File: src/rtl/btn_debounce_pulser.sv
// btn_debounce_pulser: raw push-button conditioning for the stack calculator.
// Per channel: 2-flop synchronizer, debounce FSM with saturating counter,
// debounced level output. Accepted presses are latched as pending and
// released one per clock on pulse_out, lowest channel index first.
//
// Optional feature macro: BTN_AUTOREPEAT_EN (adds held-button auto-repeat).
//
// Channel FSM:
//   state   | meaning
//   IDLE    | debounced level 0, input stable low
//   CHK_HI  | input went high, counting stable high samples
//   PRESSED | debounced level 1, input stable high
//   CHK_LO  | input went low, counting stable low samples

module btn_debounce_pulser #(
  parameter int                N_BTN           = 4,
  parameter int                CNT_W           = 16,
  parameter logic [CNT_W-1:0]  DEBOUNCE_CYCLES = 16'd50000
`ifdef BTN_AUTOREPEAT_EN
  ,
  parameter logic [23:0]       REPEAT_DELAY    = 24'd5000000,
  parameter logic [23:0]       REPEAT_PERIOD   = 24'd1000000
`endif
) (
  input  logic             clk,
  input  logic             rst,
  input  logic [N_BTN-1:0] btn_in,
  output logic [N_BTN-1:0] level_out,
  output logic [N_BTN-1:0] pulse_out,
  output logic [N_BTN-1:0] pending_out
);

  typedef enum logic [1:0] {
    IDLE    = 2'd0,
    CHK_HI  = 2'd1,
    PRESSED = 2'd2,
    CHK_LO  = 2'd3
  } state_t;

  logic [N_BTN-1:0] sync_a;
  logic [N_BTN-1:0] sync_b;
  logic [N_BTN-1:0] accept_press;
  logic [N_BTN-1:0] level_nxt;
  logic [N_BTN-1:0] rpt_req;
  logic [N_BTN-1:0] cand;
  logic [N_BTN-1:0] grant;
  logic [N_BTN-1:0] pending;
  logic [N_BTN-1:0] pending_nxt;

  // Two-flop synchronizer on every raw button line.
  always_ff @(posedge clk or posedge rst) begin
    if (rst) begin
      sync_a <= '0;
      sync_b <= '0;
    end else begin
      sync_a <= btn_in;
      sync_b <= sync_a;
    end
  end

  for (genvar i = 0; i < N_BTN; i++) begin : g_chan
    state_t           state;
    state_t           state_nxt;
    logic [CNT_W-1:0] cnt;
    logic [CNT_W-1:0] cnt_nxt;
    logic [CNT_W-1:0] cnt_inc;

    // Saturating increment: the counter never wraps past the threshold.
    assign cnt_inc = (cnt >= DEBOUNCE_CYCLES) ? cnt : cnt + CNT_W'(1);

    // Channel state and debounce counter registers.
    always_ff @(posedge clk or posedge rst) begin
      if (rst) begin
        state <= IDLE;
        cnt   <= '0;
      end else begin
        state <= state_nxt;
        cnt   <= cnt_nxt;
      end
    end

    // Next-state logic; a change is accepted only after DEBOUNCE_CYCLES
    // consecutive matching samples, any contrary sample restarts.
    always_comb begin
      state_nxt       = state;
      cnt_nxt         = cnt;
      accept_press[i] = 1'b0;
      case (state)
        IDLE: begin
          if (sync_b[i]) begin
            state_nxt = CHK_HI;
            cnt_nxt   = CNT_W'(1);
          end
        end
        CHK_HI: begin
          if (!sync_b[i]) begin
            state_nxt = IDLE;
            cnt_nxt   = '0;
          end else if (cnt >= DEBOUNCE_CYCLES) begin
            state_nxt       = PRESSED;
            cnt_nxt         = '0;
            accept_press[i] = 1'b1;
          end else begin
            cnt_nxt = cnt_inc;
          end
        end
        PRESSED: begin
          if (!sync_b[i]) begin
            state_nxt = CHK_LO;
            cnt_nxt   = CNT_W'(1);
          end
        end
        CHK_LO: begin
          if (sync_b[i]) begin
            state_nxt = PRESSED;
            cnt_nxt   = '0;
          end else if (cnt >= DEBOUNCE_CYCLES) begin
            state_nxt = IDLE;
            cnt_nxt   = '0;
          end else begin
            cnt_nxt = cnt_inc;
          end
        end
        default: begin
          state_nxt = IDLE;
          cnt_nxt   = '0;
        end
      endcase
    end

    // Debounced level follows the accepted side of the FSM.
    assign level_nxt[i] = (state_nxt == PRESSED) || (state_nxt == CHK_LO);

`ifdef BTN_AUTOREPEAT_EN
    logic [23:0] rpt_cnt;
    logic [23:0] rpt_cnt_nxt;
    logic [23:0] rpt_inc;
    logic        rpt_phase;
    logic        rpt_phase_nxt;

    assign rpt_inc = rpt_cnt + 24'd1;

    // Repeat counter and delay/period phase; both cleared outside PRESSED.
    always_ff @(posedge clk or posedge rst) begin
      if (rst) begin
        rpt_cnt   <= '0;
        rpt_phase <= 1'b0;
      end else begin
        rpt_cnt   <= rpt_cnt_nxt;
        rpt_phase <= rpt_phase_nxt;
      end
    end

    // First repeat after REPEAT_DELAY, then every REPEAT_PERIOD while held.
    always_comb begin
      rpt_cnt_nxt   = '0;
      rpt_phase_nxt = 1'b0;
      rpt_req[i]    = 1'b0;
      if (state == PRESSED && state_nxt == PRESSED) begin
        if (rpt_inc >= (rpt_phase ? REPEAT_PERIOD : REPEAT_DELAY)) begin
          rpt_req[i]    = 1'b1;
          rpt_phase_nxt = 1'b1;
        end else begin
          rpt_cnt_nxt   = rpt_inc;
          rpt_phase_nxt = rpt_phase;
        end
      end
    end
`else
    assign rpt_req[i] = 1'b0;
`endif
  end

  // Fixed-priority grant: lowest-index candidate wins, the rest stay pending.
  always_comb begin
    cand = pending | accept_press | rpt_req;
    grant = '0;
    for (int j = N_BTN - 1; j >= 0; j--) begin
      if (cand[j]) grant = N_BTN'(1) << j;
    end
    pending_nxt = cand & ~grant;
  end

  // Registered outputs: level, one-cycle pulse and post-grant pending vector.
  always_ff @(posedge clk or posedge rst) begin
    if (rst) begin
      level_out <= '0;
      pulse_out <= '0;
      pending   <= '0;
    end else begin
      level_out <= level_nxt;
      pulse_out <= grant;
      pending   <= pending_nxt;
    end
  end

  assign pending_out = pending;

endmodule

File: config.mk
export PLATFORM = sky130hd
export DESIGN_NAME = btn_debounce_pulser
export DESIGN_NICKNAME = d
export VERILOG_FILES = /design/src/rtl/btn_debounce_pulser.sv
export SDC_FILE = /design/constraint.sdc
export NUM_CORES = 1
export LEC_CHECK = 0
export CORE_ASPECT_RATIO = 0.8
export CORE_MARGIN = 2
export CORE_UTILIZATION = 47
export DETAILED_ROUTE_END_ITERATION = 10
export GPL_ROUTABILITY_DRIVEN = 0
export PLACE_DENSITY_LB_ADDON = 0.05
export SYNTH_ARGS = -nofsm -noshare
export SYNTH_HDL_FRONTEND = slang
export SYNTH_SLANG_ARGS = --single-unit
File: constraint.sdc
create_clock -name clk -period 4.8 [get_ports clk]
set_clock_uncertainty 0.15 [all_clocks]
set_input_delay 1.44 -clock clk [delete_from_list [all_inputs] [get_ports clk]]
set_output_delay 1.44 -clock clk [all_outputs]
set_load 0.01 [all_outputs]
# Word level (Yosys, flattened, before mapping)
# Cells that the tools add are included.
[word_totals] regBits=92 input_bits=6 output_inout_bits=12 word_cells=132
[op_classes] n_addsub=4 n_lt_le_gt_ge=4 eq_ne=28 muxes=68 n_bitwise=3 reduce_logical=12
[ops] cell="2-to-1 mux 16 bit" n=20
[ops] cell="one-hot mux 16 bit (4 select lines)" n=4
[ops] cell="adder 16 x 1 -> 16 bit, second input constant" n=4
[ops] cell=">= comparator 16 bit, second input constant" n=4
[ops] cell="2-to-1 mux 2 bit" n=24
[ops] cell="equality test 2 bit, second input constant" n=16
[ops] cell="one-hot mux 2 bit (4 select lines)" n=4
[ops] cell="2-to-1 mux 4 bit" n=4
[ops] cell="inequality test 2 bit, second input constant" n=8
[ops] cell="2-to-1 mux 1 bit" n=12
[ops] cell="equality test 2 x 1 -> 1 bit, second input constant" n=4
[ops] cell="zero test 2 bit" n=4
[ops] cell="AND reduction 2 bit" n=4
[ops] cell="AND 4 bit" n=1
[ops] cell="logical OR 1 bit" n=4
[ops] cell="inverter 4 bit" n=1
[ops] cell="bitwise OR 4 bit" n=1

# Longest topological paths before layout
# Gate-level depths: netlist of run 1.
[depth] ltp_word=11 depth_mapped=7 mapped_depth_nobuf=6

# Worst setup path after synthesis of run 1
# No wires, ideal clock.
[synth_path] path_type="reg2out" startpoint="register level_out[0]" endpoint="output port level_out[0]" arrival_time_ns=0.551 required_time_ns=3.210 setup_slack_ns=2.659 stages_incl_launch_ff=2 path_buffers=1 cell_sequence="dfrtp_1 buf_4"
[synth_rtl] item="start, declared" line="28" rtl="output logic [N_BTN-1:0] level_out,"
[synth_rtl] item="start signal, assigned" line="191" rtl="level_out <= level_nxt;"
# No word-level cell between the ends.

# Worst setup path in the final report of run 1
[layout_path] startpoint="register level_out[0]" endpoint="output port level_out[0]"
# No word-level cell between the ends.

==> qor.csv, run 1 <==
metric,value,unit
status,finished clean,
worst-path cell chain,clkdlybuf4s50_1,
Rows,31,
"Area growth, synth to finish",12.2,%
static leakage,0.00215,uW
R2R Setup Slk,2530,ps
drt via density,5.63,
Resized cells post-CTS,0,
XOR/XNOR Fraction of Synth Area,5.87,%
DPL Wire Length,6010,um
clock latency on the worst-skew pair,340,ps
"Period Utilization, post-route",60.8,%
via count,3269,
Worst Hold Class,register to register,
critical path required time,3210,ps
share of layout cells above drive strength 1,9.66,%
fmax,0.342,GHz
TritonCTS Buffers,9,
Setup CP Type,register to output port,
Synth Register Bits,88,
"area leader, netlist",dfrtp_1,
Final min period,2920,ps
worst slew pin tran,934,ps
Mean Syn Cell Area,9.96,um^2
Post-Synth Simple-Gate Area,20.0,%
Worst Hold Depth,0,
largest family of logic cells by synthesized area,simple AND/OR/NAND/NOR gates,
Syn Std Cell Area,4450,um^2
unrepaired setup endpoints after global routing,false,
Post-CTS Hold Fix Bufs,0,
I/O pins,18,
"Largest delay share family, worst path",buffers and inverters,
cells on worst reg2reg path,5,
Max Cap Viol,0,
largest net degree at the start of global routing,55,
mux share of post-synthesis cell area,1.52,%
Ys Warns,0,
Max clock buf depth,2,
Worst Hold End,sync_b[3]$_DFF_PP0_,
Worst R2R End,g_chan[1].cnt[13]$_DFFE_PP0P_,
CTS Sinks,88,
Worst setup SP type,register,
Die W,113,um
"Clk pin slew, worst setup/hold paths",60,ps
port bufs,16,
top_reg_cell synth,dfrtp_1,
Util after Layout,54.8,%
Routed WL,8840,um
DIE AREA,10300,um^2
routed len/inst,15.2,um
Core ar.,9110,um^2
DR iter-0 viols,229,
DRC violations left,0,
sequential cell area fraction in the yosys report,49.5,%
syn_nets,461,
"antenna viol nets, final",0,
Nets,475,
count of different cell masters after synthesis,59,
maximum vdd drop,0.236,mV
"Setup Fix Bufs, Post-CTS",0,
ys async rst share,100,%
number of synthesized flops with an enable pin,0,
buffer and inverter count on the worst path,1,
Worst Hold Launch,sync_a[3]$_DFF_PP0_,
worst-path fanout max,5,
drt first pass iters,4,
post-synth top area share,49.5,%
Final Hold Vio Count,0,
gr ovfl total,0,
H-Tree Depth,3,
critical path's slowest cell,clkdlybuf4s50_1,
TNS Setup,0,ps
CTS tree,yes,
Worst R2R Start,g_chan[1].cnt[7]$_DFFE_PP0P_,
crit-path max cell delay,570,ps
Die Y,91.1,um
vias in the first global route,3125,
Diodes inserted,0,
"top cells by area, synth","dfrtp_1 (49%), xor2_1 (3.7%), nor2_1 (3.6%)",
Finished Cell Area,4990,um^2
post-synthesis compound-gate area fraction,16.5,%
# setup viols final,0,
Slew headroom,37.6,%
Initial Utilization,48.9,%
crit end category,output port,
initial antenna violation count,0,
DP Area,4670,um^2
Critical Path AT,1330,ps
"commonest non-fill, non-tap cell in the layout",dfrtp_1,
Global Route Usage Sum,18.7,%
adder and majority gate portion of the synthesized area,2.25,%
first-pass GRT wire length,15300,um
pwr dens,334,nW/um^2
count of pins over their slew limit,0,
most frequent cells in the layout,"dfrtp_1 (88), nor2_1 (43), nand2_1 (39)",
clock root cell,clkbuf_16,
Syn Inst Count,447,
[power breakdown]
| group | internal, uW | total (uW) | switching, uW | leakage, uW |
|---|---|---|---|---|
| Sequential | 774 | 814 | 40.0 | 0.00119 |
| Clock | 469 | 748 | 279 | 0.000152 |
| Combinational | 40.2 | 108 | 68.2 | 0.000815 |
| Total | 1280 | 1670 | 387 | 0.00215 |
[state kept, by name, indices dropped and copies added (netlist names)]
signal / count
g_chan.cnt: 64
g_chan.state: 6
pulse_out: 4
sync_a: 4
sync_b: 4
level_out: 3
pending_out: 3
[layout make-up]
class	instances	area, um^2
flip-flops and latches	88	2200
fillers	779	4120
well taps	115	144
repair buffers	19	183
inverters	22	83.8
clock inverters	5	80.1
clock buffers	11	243
multi-input cells	321	2060
[stage by stage]
| step | cells | hold slack [ps] | setup slack [ps] | power (uW) |
|---|---|---|---|---|
| final | 581 | 200 | 1880 | 1670 |
| after global routing | 581 | 209 | 1820 | 1750 |
| after CTS | 581 | 202 | 1860 | 1690 |
| after detailed placement | 565 | 187 | 1810 | 937 |
| after global placement | 565 | 181 | 1830 | 932 |
| after floorplan | 447 | 181 | 931 | 907 |
[Yosys cell counts, types with 3 or more instances]
library cell	instances
ha_1	8
buf_2	4
a211oi_1	3
buf_6	3
o21ai_0	16
a31oi_1	20
a21o_1	9
and4_1	3
mux2_2	6
o211ai_1	4
dfrtp_1	88
a21oi_1	22
nand2_1	39
nand4_1	15
nor4_1	4
xnor2_1	9
and2_1	4
xor2_1	19
and3_1	7
o21a_1	4
nand3_1	24
inv_1	22
a41oi_1	4
or3_1	3
nand2b_1	4
nor3_1	16
buf_4	5
nor2_1	43
[per-layer routing]
layer / up-vias / part of all wire (%) / track usage (%) / wire length, um
li1: 1621 / - / - / -
met1: 1579 / 52 / 27.9 / 4580
met2: 61 / 43 / 25.9 / 3770
met3: 8 / 3.9 / 5.07 / 345
met4: 0 / 1.5 / 6.71 / 132
met5: - / 0 / 0 / 0
[worst register-to-register path: stages (launching register included)]
cell and delay [ps]:
dfrtp_1 450, o211ai_1 130, o21ai_1 340, a31oi_2 230
nor2_1 640, o21ai_0 200
[how the worst max path moves through the flow]
stage	start	to	slack [ps]	cells after the start
2_1_floorplan	rst	g_chan[0].cnt[0]$_DFFE_PP0P_	930	1
4_1_cts	level_out[0]$_DFF_PP0_	level_out[0]	1860	1
3_3_place_gp	rst	g_chan[3].state[0]$_DFF_PP0_	1830	3
5_1_grt	level_out[0]$_DFF_PP0_	level_out[0]	1820	1
3_5_place_dp	rst	g_chan[2].cnt[13]$_DFFE_PP0P_	1810	3
6_report	level_out[0]$_DFF_PP0_	level_out[0]	1880	1
[kinds of logic after synthesis]
group,Yosys count
buf+inv,38
flops,88
mux,6
fa+ha+maj,8
xor+xnor,29
other cells,1
simple gates,176
compound gates,101
No activity file was read; power rests on OpenSTA's default activity.
==> run 2, diff against run 1 <==
==> constraint.sdc (replaced) <==
create_clock -name clk -period 2.5 [get_ports clk]
set_clock_uncertainty 0.15 [all_clocks]
set_input_delay 0.75 -clock clk [delete_from_list [all_inputs] [get_ports clk]]
set_output_delay 0.75 -clock clk [all_outputs]
set_load 0.01 [all_outputs]
==> run 2 against run 1 <==
Compared with the run above: global-route usage shrank 0.30 points; worst setup slack worse by 1600 ps; wire length fell by 2.3%; largest power group unchanged; utilization rose by 0.67 points; highest routed layer unchanged; sequential power grew 92%.
==> qor.csv, run 2 (synthesis results as in run 1) <==
metric,value,unit
biggest regs,"g_chan.cnt: 64 flops, g_chan.state: 6 flops",
crit end category,output port,
gr ovfl total,0,
drt via density,5.63,
Die W,113,um
met1 GRT Util,26.3,%
"Clk pin slew, worst setup/hold paths",60,ps
"commonest non-fill, non-tap cell in the layout",dfrtp_1,
fin cells,587,
DPL Wire Length,5920,um
Critical Path AT,1350,ps
status,finished clean,
clock latency on the worst-skew pair,340,ps
Finished Cell Area,5060,um^2
fmax,0.444,GHz
port bufs,16,
count of pins over their slew limit,0,
first-pass GRT wire length,15200,um
H-Tree Depth,3,
Flop pwr share,49.8,%
pwr dens,621,nW/um^2
share of layout cells above drive strength 1,10.8,%
via count,3305,
Final min period,2250,ps
internal cell power,2370,uW
switching fraction of total power,24.4,%
Sw Pwr,766,uW
TNS Setup,0,ps
crit-path max cell delay,570,ps
# setup viols final,0,
Global Route Usage Sum,18.4,%
"Period Utilization, post-route",90.0,%
"Setup Fix Bufs, Post-CTS",0,
worst-path fanout max,4,
maximum vdd drop,0.433,mV
worst slew pin tran,757,ps
"antenna viol nets, final",0,
clock root cell,clkbuf_16,
I/O pins,18,
Final Hold Vio Count,0,
initial antenna violation count,0,
static leakage,0.00219,uW
Max clock buf depth,2,
Worst Hold Class,register to register,
unrepaired setup endpoints after global routing,false,
Clock Power Share,43.2,%
TritonCTS Buffers,9,
Die Y,91.1,um
CTS tree,yes,
Setup CP Type,register to output port,
Diodes inserted,0,
Slew headroom,49.4,%
GR Util met2,27.8,%
combinational power share,7.1,%
Post-Place Worst Slack,300,ps
largest net degree at the start of global routing,24,
vias in the first global route,3122,
Worst setup SP type,register,
Core ar.,9110,um^2
CTS Sinks,88,
critical path's slowest cell,clkdlybuf4s50_1,
DR iter-0 viols,228,
drt first pass iters,5,
met3 GRT Util,4.61,%
worst-path cell chain,clkdlybuf4s50_1,
most frequent cells in the layout,"dfrtp_1 (88), nor2_1 (43), nand2_1 (39)",
Largest register FFs,64,
DRC violations left,0,
DIE AREA,10300,um^2
Max Cap Viol,0,
Post-CTS Hold Fix Bufs,0,
Rows,31,
"Largest delay share family, worst path",buffers and inverters,
critical path required time,1600,ps
placed cell count,571,
gr busiest metal,met2,
DP Area,4760,um^2
"Area growth, synth to finish",13.5,%
routed len/inst,14.7,um
final worst setup slack,249,ps
Nets,481,
Reg with most FFs,g_chan.cnt,
buffer and inverter count on the worst path,1,
Routed WL,8630,um
Initial Utilization,48.9,%
Resized cells post-CTS,0,
## run 2: cell types whose count changed in the layout (fill, tap and decap cells not counted), sizes merged
cell    change
buf         +6
bufinv      -1
clkinv      +1
## run 2: metrics by stage
stage               total power [uW]  utilization (%)  hold WS, ps
detailed placement              1810             52.2          186
CTS                             3180             55.5          200
global placement                1800             52.2          183
floorplan                       1740                -          181
global route                    3280             55.5          203
finish                          3140             55.5          199
## run 2: final cells by class
class / instances / area (um^2)
flip-flops and latches: 88 / 2200
clock inverters: 5 / 56.3
multi-input cells: 321 / 2060
well taps: 115 / 144
fillers: 786 / 4060
clock buffers: 11 / 243
repair buffers: 25 / 265
inverters: 22 / 86.3
## run 2: worst paths after layout
| kind | startpoint | end | slack, ps | depth (start not counted) |
|---|---|---|---|---|
| setup / recovery | g_chan[2].state[1]$_DFF_PP0_ | level_out[2] | 250 | 1 |
| hold / removal | sync_a[3]$_DFF_PP0_ | sync_b[3]$_DFF_PP0_ | 200 | 0 |
| setup reg to reg | g_chan[1].cnt[7]$_DFFE_PP0P_ | g_chan[1].cnt[13]$_DFFE_PP0P_ | 350 | 5 |
| hold reg to reg | sync_a[3]$_DFF_PP0_ | sync_b[3]$_DFF_PP0_ | 200 | 0 |
| max in group asynchronous | rst | g_chan[2].state[0]$_DFF_PP0_ | 1100 | 3 |
| min in group asynchronous | rst | g_chan[3].cnt[3]$_DFFE_PP0P_ | 610 | 2 |
## run 2: worst register-to-register path, stage by stage (launching register included)
cell and delay [ps]:
dfrtp_1 460, o211ai_1 110, o21ai_1 250, a31oi_2 190, nor2_1 620, o21ai_0 220
## run 2: power groups by stage
| stage | combinational [uW] | sequential (uW) | clock [uW] |
|---|---|---|---|
| 5_1_grt | 259 | 1570 | 1450 |
| 6_report | 222 | 1560 | 1360 |
| 3_5_place_dp | 225 | 1590 | 0 |
| 2_1_floorplan | 173 | 1570 | 0 |
| 4_1_cts | 225 | 1560 | 1390 |
| 3_3_place_gp | 220 | 1580 | 0 |
## run 2: metal layers
metal / up-vias / routed length, um
met5: - / 0
met4: 0 / 121
met3: 13 / 269
met2: 54 / 3800
met1: 1598 / 4440
li1: 1640 / -
==> run 3, diff against run 2 <==
--- a/config.mk
+++ b/config.mk
@@ -11,6 +11,7 @@
 export DETAILED_ROUTE_END_ITERATION = 10
 export GPL_ROUTABILITY_DRIVEN = 0
 export PLACE_DENSITY_LB_ADDON = 0.05
+export SETUP_SLACK_MARGIN = 0.05
 export SYNTH_ARGS = -nofsm -noshare
 export SYNTH_HDL_FRONTEND = slang
 export SYNTH_SLANG_ARGS = --single-unit
==> results of run 3 <==
Same layout as run 2: the final DEF is identical, and so are final timing and power.
